## config.mk

```make
export PLATFORM = sky130hd
export DESIGN_NAME = ld3320_reset_seq_flat
export DESIGN_NICKNAME = d
export VERILOG_FILES = /design/src/rtl/ld3320_pkg.sv /design/src/rtl/ld3320_reset_seq_if.sv /design/src/rtl/ld3320_phase_cnt.sv /design/src/rtl/ld3320_reset_seq.sv /design/src/flat_wrapper.sv
export SDC_FILE = /design/constraint.sdc
export NUM_CORES = 1
export LEC_CHECK = 0
export CAP_MARGIN = 20
export CORE_MARGIN = 8
export CORE_UTILIZATION = 40
export DETAILED_ROUTE_END_ITERATION = 12
export PLACE_DENSITY = 0.66
export SLEW_MARGIN = 20
export SYNTH_ARGS = -nofsm -noshare
export SYNTH_HDL_FRONTEND = slang
export SYNTH_SLANG_ARGS = --single-unit
```

## constraint.sdc

```tcl
create_clock -name clk_d3 -period 1.9 [get_ports clk_d3]
set_input_delay 0.19 -clock clk_d3 [delete_from_list [all_inputs] [get_ports clk_d3]]
set_output_delay 0.19 -clock clk_d3 [all_outputs]
set_load 0.005 [all_outputs]
```

## src/rtl/ld3320_pkg.sv

```systemverilog
// Shared LD3320 reset-sequencer types: FSM state encoding, default phase timings
// and the registered pin bundle with its per-state decode.
package ld3320_pkg;

  typedef enum logic [2:0] {
    IDLE     = 3'd0,
    ASSERT   = 3'd1,
    RECOVER  = 3'd2,
    CS_PULSE = 3'd3,
    DONE     = 3'd4
  } ld3320_state_e;

  localparam int LD3320_T_RST_LOW  = 4;
  localparam int LD3320_T_RECOVER  = 4;
  localparam int LD3320_T_CSB_HIGH = 2;

  typedef struct packed {
    logic rst;
    logic csb;
    logic busy;
    logic done;
  } ld3320_pins_t;

  localparam ld3320_pins_t LD3320_PINS_IDLE = '{rst: 1'b1, csb: 1'b0, busy: 1'b0, done: 1'b0};

  // Pin levels for a state; anything unrecognised gets the idle levels.
  function automatic ld3320_pins_t ld3320_decode(ld3320_state_e s);
    ld3320_pins_t p;
    p = LD3320_PINS_IDLE;
    case (s)
      ASSERT:   begin p.rst = 1'b0; p.busy = 1'b1; end
      RECOVER:  p.busy = 1'b1;
      CS_PULSE: begin p.csb = 1'b1; p.busy = 1'b1; end
      DONE:     p.done = 1'b1;
      default:  p = LD3320_PINS_IDLE;
    endcase
    return p;
  endfunction

endpackage

```

## src/rtl/ld3320_reset_seq_if.sv

```systemverilog
// Controller <-> reset sequencer bundle: start request, status and the chip pins.
interface ld3320_reset_seq_if;
  logic ena;
  logic RST;
  logic CSB;
  logic busy;
  logic done;

  modport master (output ena, input RST, CSB, busy, done);
  modport slave  (input ena, output RST, CSB, busy, done);
endinterface

```

## src/rtl/ld3320_phase_cnt.sv

```systemverilog
// Phase duration counter: clears on request, counts while enabled, flags the
// last cycle of a phase (count == limit-1).
module ld3320_phase_cnt #(
  parameter int CNT_W = 16
) (
  input  logic             clk_d3,
  input  logic             sys_rstn,
  input  logic             clr_i,
  input  logic             en_i,
  input  logic [CNT_W-1:0] limit_i,
  output logic             term_o
);

  logic [CNT_W-1:0] cnt_q, cnt_d;

  always_comb begin
    cnt_d = cnt_q;
    if (clr_i)     cnt_d = '0;
    else if (en_i) cnt_d = cnt_q + 1'b1;
  end

  always_ff @(posedge clk_d3) begin
    if (!sys_rstn) cnt_q <= '0;
    else           cnt_q <= cnt_d;
  end

  assign term_o = (cnt_q == (limit_i - 1'b1));

endmodule

```

## src/rtl/ld3320_reset_seq.sv

```systemverilog
// LD3320 power-up / re-init sequencer: RST low pulse, recovery, CSB high pulse, done.
// Optional LD3320_RST_AUTOSTART_EN runs one sequence right after reset release.
module ld3320_reset_seq
  import ld3320_pkg::*;
#(
  parameter int CNT_W      = 16,
  parameter int T_RST_LOW  = LD3320_T_RST_LOW,
  parameter int T_RECOVER  = LD3320_T_RECOVER,
  parameter int T_CSB_HIGH = LD3320_T_CSB_HIGH
) (
  input  logic               clk_d3,
  input  logic               sys_rstn,
  ld3320_reset_seq_if.slave  io
);

  localparam logic [CNT_W-1:0] LIM_RST = CNT_W'(T_RST_LOW);
  localparam logic [CNT_W-1:0] LIM_REC = CNT_W'(T_RECOVER);
  localparam logic [CNT_W-1:0] LIM_CSB = CNT_W'(T_CSB_HIGH);

  ld3320_state_e    state_q, state_d;
  ld3320_pins_t     pins_q, pins_d;
  logic             start_req;
  logic             phase_clr, phase_en, phase_term;
  logic [CNT_W-1:0] phase_lim;

`ifdef LD3320_RST_AUTOSTART_EN
  // Low only for the first cycle after reset release, which acts as an implicit ena.
  logic started_q;

  always_ff @(posedge clk_d3) begin
    if (!sys_rstn) started_q <= 1'b0;
    else           started_q <= 1'b1;
  end

  assign start_req = io.ena | ~started_q;
`else
  assign start_req = io.ena;
`endif

  always_comb begin
    phase_lim = LIM_RST;
    phase_en  = 1'b0;
    case (state_q)
      ASSERT:   begin phase_lim = LIM_RST; phase_en = 1'b1; end
      RECOVER:  begin phase_lim = LIM_REC; phase_en = 1'b1; end
      CS_PULSE: begin phase_lim = LIM_CSB; phase_en = 1'b1; end
      default:  begin phase_lim = LIM_RST; phase_en = 1'b0; end
    endcase
  end

  // Every state change restarts the count so each phase sees a fresh zero.
  assign phase_clr = (state_d != state_q);

  ld3320_phase_cnt #(.CNT_W(CNT_W)) u_phase_cnt (
    .clk_d3   (clk_d3),
    .sys_rstn (sys_rstn),
    .clr_i    (phase_clr),
    .en_i     (phase_en),
    .limit_i  (phase_lim),
    .term_o   (phase_term)
  );

  always_comb begin
    state_d = state_q;
    case (state_q)
      IDLE:     if (start_req)  state_d = ASSERT;
      ASSERT:   if (phase_term) state_d = RECOVER;
      RECOVER:  if (phase_term) state_d = CS_PULSE;
      CS_PULSE: if (phase_term) state_d = DONE;
      DONE:     state_d = IDLE;
      default:  state_d = IDLE;
    endcase
  end

  // Pins are decoded from the next state so they move on the same edge as the FSM.
  always_comb begin
    pins_d = ld3320_decode(state_d);
  end

  always_ff @(posedge clk_d3) begin
    if (!sys_rstn) begin
      state_q <= IDLE;
      pins_q  <= LD3320_PINS_IDLE;
    end else begin
      state_q <= state_d;
      pins_q  <= pins_d;
    end
  end

  assign io.RST  = pins_q.rst;
  assign io.CSB  = pins_q.csb;
  assign io.busy = pins_q.busy;
  assign io.done = pins_q.done;

endmodule

```

## src/flat_wrapper.sv

```systemverilog
// flat-port wrapper written by rule: the top's interface ports become plain ports
module ld3320_reset_seq_flat import ld3320_pkg::*;
#(
  parameter int CNT_W      = 16,
  parameter int T_RST_LOW  = LD3320_T_RST_LOW,
  parameter int T_RECOVER  = LD3320_T_RECOVER,
  parameter int T_CSB_HIGH = LD3320_T_CSB_HIGH
)
  (clk_d3, sys_rstn, io_ena, io_RST, io_CSB, io_busy, io_done);
  ld3320_reset_seq_if io_i ();
  input  logic clk_d3;
  input  logic sys_rstn;
  input wire logic [$bits(io_i.ena)-1:0] io_ena;
  output wire logic [$bits(io_i.RST)-1:0] io_RST;
  output wire logic [$bits(io_i.CSB)-1:0] io_CSB;
  output wire logic [$bits(io_i.busy)-1:0] io_busy;
  output wire logic [$bits(io_i.done)-1:0] io_done;
  assign io_i.ena = io_ena;
  assign io_RST = io_i.RST;
  assign io_CSB = io_i.CSB;
  assign io_busy = io_i.busy;
  assign io_done = io_i.done;
  ld3320_reset_seq #(.CNT_W(CNT_W), .T_RST_LOW(T_RST_LOW), .T_RECOVER(T_RECOVER), .T_CSB_HIGH(T_CSB_HIGH)) u_core (.clk_d3(clk_d3), .sys_rstn(sys_rstn), .io(io_i));
endmodule
```

# --- Word-level counts from Yosys, hierarchy flattened ---
# Cells that the tools add are included.
# W data, S select, Z words.
totals:
  ff_bits: 23
  input_bits: 3
classes:
  addsub: 2
  n_eq_ne: 9
  muxes: 11
  n_bitwise: 1
  n_reduce_logical: 4
op_table:
  columns: ["cell", "count"]
  rows:
  - ["$add A16 B1 Y16 const B", 1]
  - ["$eq A16 B16 Y1", 1]
  - ["$sub A16 B1 Y16 const B", 1]
  - ["$mux W3", 5]
  - ["$eq A3 B2 Y1 const B", 4]
  - ["$pmux W3 S4", 1]
  - ["$eq A3 B1 Y1 const B", 2]
  - ["$reduce_or A3 Y1", 2]
  - ["$mux W1", 5]
  - ["$eq A3 B3 Y1 const B", 1]
  - ["$logic_not A3 Y1", 1]
  - ["$ne A3 B3 Y1", 1]
  - ["$reduce_or A2 Y1", 1]
  - ["$not A1 Y1", 1]

# --- Depth between registers and ports, before layout ---
logic_depth:
  word_depth: 9
  ltp_mapped: 6
  mapped_depth_nobuf: 4

# --- Cells and area by module ---
# Synthesis repeated with hierarchy kept, for this count alone.
hier_totals:
  cells_unflattened: 185
  area_unflattened_um2: 1539.0
modules_own_cells:
  columns: ["module", "instances", "cells_each", "area_each_um2", "seq_area_each_um2"]
  rows:
  - ["ld3320_phase_cnt", 1, 150, 1211.2, 320.3]
  - ["ld3320_reset_seq", 1, 35, 327.8, 140.1]

# --- Worst setup path after synthesis ---
# No wires, ideal clock.
synth_timing:
  kind: "register to register"
  startpoint: "register u_core.u_phase_cnt.cnt_q[2]"
  endpoint: "register u_core.u_phase_cnt.cnt_q[10]"
  arrival_ns: 1.431
  setup_slack_ns: 0.347
  path_stages_with_launch: 6
  synth_period_minus_slack_ns: 1.553
  cell_sequence: "dfxtp_1 > nor4b_2 > nand4_2 > o31ai_4 > buf_6 > a21oi_1"
synth_via:
  elab_chain_cells: 5
synth_lines:
  columns: ["element", "line_no", "source"]
  rows:
  - ["from (decl)", "ld3320_phase_cnt.sv:14", "logic [CNT_W-1:0] cnt_q, cnt_d;"]
  - ["from (signal assigned)", "ld3320_phase_cnt.sv:24", "else cnt_q <= cnt_d;"]
  - ["$eq A16 B16 Y1", "ld3320_phase_cnt.sv:27", "assign term_o = (cnt_q == (limit_i - 1'b1));"]
  - ["$mux W3, on equally long branches", "ld3320_reset_seq.sv:69, ld3320_reset_seq.sv:67, ld3320_reset_seq.sv:68", null]
  - ["$pmux W3 S4", "ld3320_reset_seq.sv:65", "case (state_q)"]
  - ["$ne A3 B3 Y1", "ld3320_reset_seq.sv:52", "assign phase_clr = (state_d != state_q);"]
  - ["$reduce_or A2 Y1 (no line)", null, null]
# Parallel ways exist; a longest one is shown, timed or not.
# A chain may end at the register's enable or synchronous reset.

# --- Final worst setup path ---
layout_timing:
  startpoint: "register u_core.state_q[0]"
  endpoint: "register u_core.pins_q, in the netlist u_core.io.RST"
layout_via:
  elab_chain_cells: 8
layout_lines:
  columns: ["element", "line_no", "source"]
  rows:
  - ["from (decl)", "ld3320_reset_seq.sv:20", "ld3320_state_e state_q, state_d;"]
  - ["from (signal assigned)", "ld3320_reset_seq.sv:85", "state_q <= state_d;"]
  - ["$eq A3 B2 Y1", "ld3320_reset_seq.sv:43, ld3320_reset_seq.sv:65", null]
  - ["$mux W3", "ld3320_reset_seq.sv:43", "case (state_q)"]
  - ["$sub A16 B1 Y16", "ld3320_phase_cnt.sv:27", null]
  - ["$eq A16 B16 Y1", "ld3320_phase_cnt.sv:27", null]
  - ["$mux W3, on equally long branches", "ld3320_reset_seq.sv:69, ld3320_reset_seq.sv:67, ld3320_reset_seq.sv:68", null]
  - ["$pmux W3 S4 (*)", "ld3320_reset_seq.sv:65", null]
  - ["$eq A3 B1 Y1 (*)", "ld3320_pkg.sv:30", "case (s)"]
  - ["$mux W1 (*)", "ld3320_pkg.sv:30", null]
  - ["to (signal assigned)", "ld3320_reset_seq.sv:86", "pins_q <= pins_d;"]
  - ["to (decl)", "ld3320_reset_seq.sv:21", "ld3320_pins_t pins_q, pins_d;"]
# Mark *: on every way between the ends. The rest lies on a longest branch, timed or not.

==> qor.tcl <==
set qor(timing.reg2reg.setup_slack_ns) 0.16
set qor(report.final.hold_viol_count) 0
set qor(cts.root.buffer_cell) {sky130_fd_sc_hd__clkbuf_4}
set qor(post-synth-top-area-cell) {sky130_fd_sc_hd__dfxtp_1}
set qor(place.gp.congestion) 0.793
set qor(highest_net_fanout_along_the_worst_path) 11
set qor(synth_seq_area_share) 0.410
set qor(synth_top_family_by_area) {simple AND/OR/NAND/NOR gates}
set qor(area.sequential_sq_um) 460
set qor(antenna_violations_before_repair) 0
set qor(floorplan.rows) 19
set qor(first_global_vias) 862
set qor(floorplan.die.width_um) 69.0
set qor(total_power_uw) 786
set qor(layout.filler_cells) 273
set qor(fmax_mhz) 575
set qor(worstSkewPairLatency_ns) 0.31
set qor(cells_taking_the_most_area_after_synthesis) {sky130_fd_sc_hd__dfxtp_1 (41%), sky130_fd_sc_hd__xor2_1 (6.2%), sky130_fd_sc_hd__a21oi_1 (4.5%)}
set qor(nature_of_the_critical_path_startpoint) {register}
set qor(design.portCount) 7
set qor(synth_xor_xnor_area_share) 0.0847
set qor(cellLeakagePower_nw) 0.390
set qor(drt_first_pass_iters) 4
set qor(die_area_sq_um) 4760
set qor(status) {complete, no violations}
set qor(first_iter_violations) 82
set qor(hpwlAfterDp_um) 1510
set qor(netlist-cell-type-count) 35
set qor(hold_start) {u_core.u_phase_cnt.cnt_q[15]$_SDFFE_PP0P_}
set qor(layout.nets) 133
set qor(post_synth_instance_area_sq_um) 1120
set qor(grt_setup_unrepaired) {false}
set qor(grt_util_met1) 0.125
set qor(via_count) 927
set qor(yosys.area.top_type_share) 0.410
set qor(totalWireLength_um) 2130
set qor(synth.avg_cell_area_sq_um) 9.28
set qor(globalRoute.busiestLayer) {met2}
set qor(grt_pass1_wl_um) 3750
set qor(criticalPathCategory) {reg2reg}
set qor(post_synth_fa_ha_maj_area_fraction) 0.0111
set qor(grt_max_degree) 17
set qor(fp.dieH_um) 69.0
set qor(worstReg2RegStart) {u_core.state_q[0]$_SDFF_PN0_}
set qor(critical_path.slowest_cell) {sky130_fd_sc_hd__dfxtp_1}
set qor(fin_worst_hold_slack_ns) 0.538
set qor(area_growth_pct) 9.25
set qor(syn-num-nets) 125
set qor(multiInputGateArea_sq_um) 618
set qor(grt_overflow) 0
set qor(powerDensity_nw_per_um2) 641
set qor(ys_ff_latch) 23
set qor(synth_compound_gate_area_share) 0.115
set qor(r2r.worst_path.cells) 4
set qor(syn_inst) 121
set qor(timing.max_slew.rel_slack) 0.716
set qor(cp-end-kind) {register}
set qor(drt-vias-per-instance) 5.83
set qor(tritoncts) {done}
set qor(min_period_over_period) 0.915
set qor(cts_resized) 0
set qor(setup_viol_count_final) 0
set qor(ctsLongestPathBuffers) 2
set qor(skew_ns) 0.00302
set qor(cts.hold.buffers_added) 0
set qor(layout-drive-gt1-share) 0.109
set qor(post_synth_mux_area_share) 0.0190
set qor(maxCapViolCount) 0
set qor(routed_wire_length_per_instance_um) 13.4
set qor(critPathMaxStageDelay_ns) 0.54
set qor(drtAntennaViolNets) 0
set qor(worstMarginPinSlew_ns) 0.425
set qor(hold_path_end) {u_core.u_phase_cnt.cnt_q[15]$_SDFFE_PP0P_}
set qor(port_buffers) 6
set qor(min_period_ns) 1.74
set qor(use_met2) 0.163
set qor(tritoncts.num_buffers) 3
set qor(worstHoldPathType) {reg2reg}
set qor(diodes) 0
set qor(drc) 0
set qor(use_met3) 0.0372
set qor(synthSimpleGateAreaFrac) 0.321
set qor(initial_utilization) 0.414
set qor(clkSlewWorstSetupHoldPaths_ns) 0.12
set qor(clock_sinks) 23
set qor(report.final.slew_viol_count) 0
set qor(timing.setup.tns_ns) 0
set qor(fp.coreArea_sq_um) 2710
set qor(synth_warnings) 0
set qor(cp.required_ns) 2.11
set qor(crit_path_cell_trace) {nand3b_1, xor2_2, nor3b_1, or3_1}
set qor(critical_path.reg2reg.endpoint) {u_core.io.RST$_SDFF_PN1_}
set qor(postCtsSetupRepairBufs) 0
set qor(worst_endpoint_data_arrival_time_ns) 1.95
set qor(htree_levels) 1
set qor(grt.total_usage) 0.100
set qor(peakVddDrop_mv) 0.467
set qor(hold_depth) 2
critical path: cells and delay by family, from the launching register on:
kind / cells / cell delay [ns]
xor+xnor: 1 / 0.38
flops: 1 / 0.54
simple gates: 3 / 0.73
power breakdown:
part | internal, mW | total [mW] | leakage [nW] | switching [mW]
combinational | 0.0290 | 0.0612 | 0.188 | 0.0322
sequential | 0.489 | 0.496 | 0.186 | 0.00723
clock | 0.0821 | 0.229 | 0.0150 | 0.147
state kept, by name (all words and copies together), names as in the netlist:
name,count
u_core.io.done,1
u_core.io.CSB,1
u_core.state_q,3
u_core.io.busy,1
u_core.io.RST,1
u_core.u_phase_cnt.cnt_q,16
layout make-up:
type | count | share of cell area
clock buffer | 4 | 0.0214
inverter | 2 | 0.00612
multi-input combinational | 91 | 0.504
sequential | 23 | 0.376
tap | 31 | 0.0316
timing repair buffer | 8 | 0.0612
cells by family after synthesis:
family	after synthesis
compound gates	20
flops	23
simple gates	58
xor+xnor	10
buf+inv	7
fa+ha+maj	1
mux	2
layout by cell type, fill, tap and decap left out, types with 4 or more instances in the layout:
cell and count:
sky130_fd_sc_hd__xor2_1 8, sky130_fd_sc_hd__or3_1 6, sky130_fd_sc_hd__dfxtp_1 23, sky130_fd_sc_hd__a21oi_1 10, sky130_fd_sc_hd__nand3_1 4, sky130_fd_sc_hd__clkdlybuf4s50_1 6
sky130_fd_sc_hd__nand4_1 7, sky130_fd_sc_hd__o21ai_0 5, sky130_fd_sc_hd__nand2_1 5, sky130_fd_sc_hd__nor2_1 11, sky130_fd_sc_hd__nor3_1 4
synthesized netlist by cell type:
cell,instances
sky130_fd_sc_hd__xor2_2,1
sky130_fd_sc_hd__and3_1,3
sky130_fd_sc_hd__buf_4,2
sky130_fd_sc_hd__mux2_2,1
sky130_fd_sc_hd__dfxtp_1,23
sky130_fd_sc_hd__o21ba_2,1
sky130_fd_sc_hd__xor2_1,8
sky130_fd_sc_hd__nor2b_1,2
sky130_fd_sc_hd__xnor2_1,1
sky130_fd_sc_hd__mux2i_1,1
sky130_fd_sc_hd__nor4_1,2
sky130_fd_sc_hd__o31ai_1,3
sky130_fd_sc_hd__a21oi_1,10
sky130_fd_sc_hd__nor4b_2,1
sky130_fd_sc_hd__nor3_1,4
sky130_fd_sc_hd__nand3_1,4
sky130_fd_sc_hd__nor4_2,2
sky130_fd_sc_hd__nand4_2,1
sky130_fd_sc_hd__o31ai_4,1
sky130_fd_sc_hd__inv_1,2
sky130_fd_sc_hd__buf_6,1
sky130_fd_sc_hd__nand2b_1,1
sky130_fd_sc_hd__and2_1,2
sky130_fd_sc_hd__nor3b_1,2
sky130_fd_sc_hd__nand2_1,5
sky130_fd_sc_hd__or4_1,2
sky130_fd_sc_hd__nor2_1,11
sky130_fd_sc_hd__or3_1,6
sky130_fd_sc_hd__ha_1,1
sky130_fd_sc_hd__nand3b_1,1
sky130_fd_sc_hd__o21ai_0,5
sky130_fd_sc_hd__nand3_4,1
sky130_fd_sc_hd__buf_2,2
sky130_fd_sc_hd__and4_1,1
sky130_fd_sc_hd__nand4_1,7
through the flow:
stage          instance area [sq um]  std cells  setup slack, ns  utilization
3_5_place_dp                    1200        155            0.189        0.443
6_report                        1230        159            0.161        0.452
3_3_place_gp                    1200        155            0.253        0.443
5_1_grt                         1230        159           0.0359        0.452
2_1_floorplan                   1120        121            0.347            -
4_1_cts                         1230        159            0.164        0.452
how the worst max path moves through the flow:
stage	from	endpoint	slack (ns)	depth (start not counted)
3_5_place_dp	u_core.state_q[0]$_SDFF_PN0_	u_core.io.RST$_SDFF_PN1_	0.19	4
4_1_cts	u_core.state_q[0]$_SDFF_PN0_	u_core.io.RST$_SDFF_PN1_	0.16	4
3_3_place_gp	u_core.state_q[0]$_SDFF_PN0_	u_core.io.RST$_SDFF_PN1_	0.25	4
5_1_grt	u_core.state_q[0]$_SDFF_PN0_	u_core.io.RST$_SDFF_PN1_	0.04	4
2_1_floorplan	u_core.u_phase_cnt.cnt_q[2]$_SDFFE_PP0P_	u_core.u_phase_cnt.cnt_q[10]$_SDFFE_PP0P_	0.35	5
6_report	u_core.state_q[0]$_SDFF_PN0_	u_core.io.RST$_SDFF_PN1_	0.16	4
layer usage:
| metal | vias up | share of wire |
|---|---|---|
| li1 | 454 | - |
| met1 | 453 | 0.49 |
| met2 | 15 | 0.46 |
| met3 | 5 | 0.047 |
| met4 | 0 | 0.0080 |
| met5 | - | 0 |
(Power assumes the default switching activity.)
